## src/rtl/wr_port_arbiter.sv

```systemverilog
// rtl/wr_port_arbiter.sv - shares the register-bank write port among N_REQ requesters
// Define WR_PORT_ARB_RR_EN for round-robin arbitration; undefined gives fixed priority (lowest index wins).
module wr_port_arbiter #(
  parameter int N_REQ = 3,
  parameter int DW    = 8
) (
  input  logic                i_clk,
  input  logic                i_rst,
  input  logic [N_REQ-1:0]    i_req,
  input  logic [2*N_REQ-1:0]  i_addr,
  input  logic [DW*N_REQ-1:0] i_wdata,
  input  logic                i_stall,
  output logic [N_REQ-1:0]    o_gnt,
  output logic                o_err,
  output logic                o_we,
  output logic [1:0]          o_addr,
  output logic [DW-1:0]       o_wdata,
  output logic                o_busy
);

  typedef enum logic {IDLE, GRANT} state_t;

  state_t            state_q, state_d;
  logic [N_REQ-1:0]  gnt_q, gnt_d;
  logic              err_q, err_d;
  logic              we_q, we_d;
  logic [1:0]        addr_q, addr_d;
  logic [DW-1:0]     wdata_q, wdata_d;
  logic [N_REQ-1:0]  elig;
  logic              found;
  int                sel;

`ifdef WR_PORT_ARB_RR_EN
  localparam int PW = (N_REQ > 1) ? $clog2(N_REQ) : 1;
  logic [PW-1:0] ptr_q, ptr_d;
  int            idx;
`endif

  // The requester being acknowledged still holds req this cycle, so it is masked out.
  assign elig   = (state_q == GRANT) ? (i_req & ~gnt_q) : i_req;
  assign o_busy = |elig;

  always_comb begin : pick
    found = 1'b0;
    sel   = 0;
`ifdef WR_PORT_ARB_RR_EN
    idx = 0;
    for (int i = 0; i < N_REQ; i++) begin
      idx = int'(ptr_q) + i;
      if (idx >= N_REQ) idx = idx - N_REQ;
      if (!found && elig[idx]) begin
        found = 1'b1;
        sel   = idx;
      end
    end
`else
    for (int i = N_REQ - 1; i >= 0; i--) begin
      if (elig[i]) begin
        found = 1'b1;
        sel   = i;
      end
    end
`endif
  end

  always_comb begin : next
    state_d = IDLE;
    gnt_d   = '0;
    err_d   = 1'b0;
    we_d    = 1'b0;
    addr_d  = addr_q;
    wdata_d = wdata_q;
`ifdef WR_PORT_ARB_RR_EN
    ptr_d   = ptr_q;
`endif
    if (found && !i_stall) begin
      state_d    = GRANT;
      gnt_d[sel] = 1'b1;
      addr_d     = i_addr[2*sel +: 2];
      wdata_d    = i_wdata[DW*sel +: DW];
      // Unmapped address is still acknowledged so the requester cannot hang.
      we_d       = (addr_d != 2'b11);
      err_d      = (addr_d == 2'b11);
`ifdef WR_PORT_ARB_RR_EN
      ptr_d      = (sel == N_REQ - 1) ? '0 : PW'(sel + 1);
`endif
    end
  end

  always_ff @(posedge i_clk) begin
    if (i_rst) begin
      state_q <= IDLE;
      gnt_q   <= '0;
      err_q   <= 1'b0;
      we_q    <= 1'b0;
      addr_q  <= 2'b00;
      wdata_q <= '0;
`ifdef WR_PORT_ARB_RR_EN
      ptr_q   <= '0;
`endif
    end else begin
      state_q <= state_d;
      gnt_q   <= gnt_d;
      err_q   <= err_d;
      we_q    <= we_d;
      addr_q  <= addr_d;
      wdata_q <= wdata_d;
`ifdef WR_PORT_ARB_RR_EN
      ptr_q   <= ptr_d;
`endif
    end
  end

  assign o_gnt   = gnt_q;
  assign o_err   = err_q;
  assign o_we    = we_q;
  assign o_addr  = addr_q;
  assign o_wdata = wdata_q;

endmodule

```

## config.mk

```make
export PLATFORM = sky130hd
export DESIGN_NAME = wr_port_arbiter
export DESIGN_NICKNAME = d
export VERILOG_FILES = /design/src/rtl/wr_port_arbiter.sv
export SDC_FILE = /design/constraint.sdc
export NUM_CORES = 1
export LEC_CHECK = 0
export ABC_AREA = 1
export ABC_CLOCK_PERIOD_IN_PS = 2000
export BUFFER_PORTS_ARGS = -buffer_cell sky130_fd_sc_hd__buf_2
export CORE_MARGIN = 10
export CORE_UTILIZATION = 46
export CTS_CLUSTER_SIZE = 40
export DETAILED_ROUTE_END_ITERATION = 6
export PLACE_DENSITY = 0.81
export SETUP_SLACK_MARGIN = 0.4
export SYNTH_ARGS = -nofsm -noshare
export SYNTH_HDL_FRONTEND = slang
export SYNTH_SLANG_ARGS = --single-unit
```

## constraint.sdc

```tcl
create_clock -name i_clk -period 2 [get_ports i_clk]
set_input_delay 0.6 -clock i_clk [delete_from_list [all_inputs] [get_ports i_clk]]
set_output_delay 0.6 -clock i_clk [all_outputs]
set_load 0.03 [all_outputs]
```

==> qor.csv <==
stage,metric,value,unit
placed_design,io_buffers,51,
clocking,cts_tree,built,
min_path,hold_path_end,o_wdata[4]$_SDFFE_PP0P_,
yosys,synth_top_family_by_area,simple AND/OR/NAND/NOR gates,
routing,drtIter0Drc,39,
sta,rsz0062_at_grt,true,
yosys,ys_top_cells_by_area,"dfxtp_1 35%, nand2_1 17%, inv_1 14%",
cells_and_area,final_common_cell,buf_2,
sta,finalWorstSetupSlack,363.4,ps
routing,drc_errors,0,
yosys,synth_compound_area_share,5.457,%
global_route,grtUsageTotal,13.29,%
min_path,hold_class,reg -> reg,
critical_path,slowest_delay,380,ps
job,maxCapViolCount,0,
clocking,clock_latency,280,ps
critical_path,cp.required,1400,ps
clocking,clk_pin_slew_worst_paths,100,ps
cells_and_area,final.fill_count,197,
cells_and_area,seq_area,326.6,um^2
sta,relSlewSlack,75.93,%
critical_path,path_class,reg -> out,
yosys,synth_largest_area_cell,dfxtp_1,
placed_design,dp_hpwl,2260,um
yosys,synthMuxAreaShare,0,%
yosys,synth_fa_ha_area_share,0,%
pwr,p_int,0.5365,mW
critical_path,crit_slowest_cell,dfxtp_4,
pwr,p_clk_share,27.1,%
yosys,yosys_warnings,0,
sta,finalWorstPathRequiredPeriod,1637,ps
critical_path,rrSetupSlack,500,ps
yosys,synthXorXnorAreaFrac,0,%
yosys,synth_area,917.1,um^2
yosys,synth_cell_types,14,
sta,max_freq,0.6110,GHz
global_route,grt_antenna_before_repair,0,
clocking,ctsRootBufferMaster,clkbuf_4,
cells_and_area,multi_input_area,444.2,um^2
min_path,hold_depth,4,
routing,ant_nets,0,
routing,drtPass1Iterations,4,
sta,setup_viol,0,
yosys,synth-simple-area-share,40.79,%
cells_and_area,nets,244,
floorplanning,die_y,64.65,um
status,status,finished clean,
critical_path,crit_path_start_kind,flop,
critical_path,r2r-end,o_addr[1]$_SDFFE_PP0P_,
floorplanning,rows,16,
clocking,cts_buffer_depth,2,
floorplanning,io_pins,52,
placed_design,place_congestion,0.7724,
yosys,ys_ff_latch,16,
floorplanning,start_util,47.72,%
critical_path,r2r_cells,9,
floorplanning,core,1922,um^2
floorplanning,fp.dieArea,4180,um^2
sta,hold_violations,0,
yosys,synth_nets,187,
sta,finalSetupTns,0,ps
critical_path,cp_max_fo,4,
sta,finalCritPeriodShare,81.83,%
min_path,worstHoldStart,o_wdata[4]$_SDFFE_PP0P_,
pwr,combPwrFrac,28.6,%
global_route,grt_start_max_net_pins,17,
placed_design,placed_cells,225,
critical_path,worst-path-buf-inv,1,
routing,routed_wl,2819,um
critical_path,r2r-start,state_q$_SDFF_PP0_,
pwr,ir_drop,0.4173,mV
cells_and_area,area_growth,39.02,%
pwr,switching_power,0.2585,mW
pwr,p_sw_share,32.51,%
yosys,synth_top_area_share,34.92,%
sta,slew_viol_final,0,
pwr,seqPwrFrac,44.3,%
yosys,synthCells,151,
critical_path,critPathArrivalTime,1040,ps
cells_and_area,final_cells,234,
yosys,synth_area_per_cell,6.074,um^2
global_route,grt_pass1_vias,1057,
critical_path,crit_family,flip-flops,
cells_and_area,drive_gt1_share,36.71,%
global_route,grt-ovfl-total,0,
routing,dr_total_vias,1071,
clocking,cts-htree-levels,1,
routing,wl_per_cell,12.05,um
global_route,grt_first_pass_wirelength,4609,um
sta,fin_skew,0.6609,ps
clocking,cts_buffers,3,
pwr,cellPowerDensity,623.5,nW/um^2
placed_design,placed_cell_area,1165,um^2
yosys,ys_seq_area_share,34.92,%
cells_and_area,stdcell_area,1275,um^2
clocking,hold_buffers,0,
critical_path,critical_path.cell_chain,nand2_1 > nand2_2 > nand3_2 > buf_6,
floorplanning,die_x,64.65,um
cells_and_area,mostFrequentLayoutCells,"50 x buf_2, 37 x nand2_1, 32 x inv_1, 21 x nor2_1, 17 x nand3_1",
routing,vias_per_cell,4.577,
pwr,p_leak,0.8025,nW
critical_path,setup.worst_path.end_class,primary output,
sta,worst_pin_slew,361.0,ps
clocking,cts.sink_count,16,
placed_design,place_ws,243.4,ps
cells_and_area,antenna-diode-count,0,
-- cells in the mapped netlist --
cell type and count:
nand2_1 41, inv_1 33, nor2_1 21, nand3_1 17
dfxtp_1 16, a21oi_1 10, nand2_2 3, buf_6 2
nand3_2 2, nor2_2 2, buf_2 1, buf_4 1
clkbuf_8 1, nor3_1 1
-- power groups by stage --
stage               logic, mW  clock network, mW  registers [mW]
floorplan               0.104                  0           0.402
global placement        0.209                  0           0.358
detailed placement      0.216                  0           0.359
CTS                     0.223              0.220           0.352
global route            0.254              0.229           0.355
finish                  0.227              0.216           0.352
-- timing repair --
action | 4_1_cts | 5_1_grt
endpoints found under the setup margin | 1 | 13
resized for setup | 6 | 8
gates cloned | 0 | 1
setup buffers | 3 | 1
pin swaps | 3 | 4
-- area by class of cell --
| cell class | count | share of cell area [%] |
|---|---|---|
| Inverter | 33 | 10.01 |
| Clock buffer | 4 | 2.846 |
| Sequential cell | 16 | 25.61 |
| Timing Repair Buffer | 56 | 23.45 |
| Tap cell | 27 | 2.650 |
| Multi-Input combinational cell | 97 | 34.84 |
| Timing Repair inverter | 1 | 0.5888 |
-- layer usage --
layer	wire, um	track usage [%]	share of wire (%)	up-vias
met5	0	0	0	-
met4	37	4.813	1.3	0
met3	266	5.155	9.4	4
met2	1401	23.65	50	40
met1	1114	13.84	40	468
li1	-	-	-	559
-- through the flow --
stage	hold WS, ps	util (%)	power (mW)
floorplan	635.8	-	0.5054
global placement	503.2	60.61	0.5670
global route	570.0	66.34	0.8385
finish	527.1	66.34	0.7950
detailed placement	513.8	60.61	0.5750
CTS	530.6	64.39	0.7947
-- how the worst max path moves through the flow --
stage                        start  cells past startpoint  slack [ps]                 endpoint
2_1_floorplan  o_gnt[0]$_SDFF_PP0_                      9         490   o_addr[0]$_SDFFE_PP0P_
3_3_place_gp              i_req[1]                      8         310  o_wdata[6]$_SDFFE_PP0P_
3_5_place_dp              i_req[1]                      8         240  o_wdata[3]$_SDFFE_PP0P_
6_report        state_q$_SDFF_PP0_                      4         360                   o_busy
4_1_cts         state_q$_SDFF_PP0_                      4         370                   o_busy
5_1_grt         state_q$_SDFF_PP0_                      4         310                   o_busy
-- tightest hold or removal path, cell delays in order, from the launching register on --
cell     delay, ps
dfxtp_1        320
inv_1           50
nand2_1         50
nand2_1         50
a21oi_1         30
-- kinds of logic (layout without fill, tap and decap cells) --
logic type / Yosys count / after routing
and+or+nand+nor: 87 / 87
AOI/OAI and AO/OA: 10 / 10
buffers and inverters: 38 / 94
DFF: 16 / 16
-- flip-flops by register name, summed over array words and instances (netlist names) --
name / flops
o_gnt: 3
o_err: 1
o_wdata: 8
o_addr: 2
state_q: 1
o_we: 1
Power figures use the tool's default switching activity.
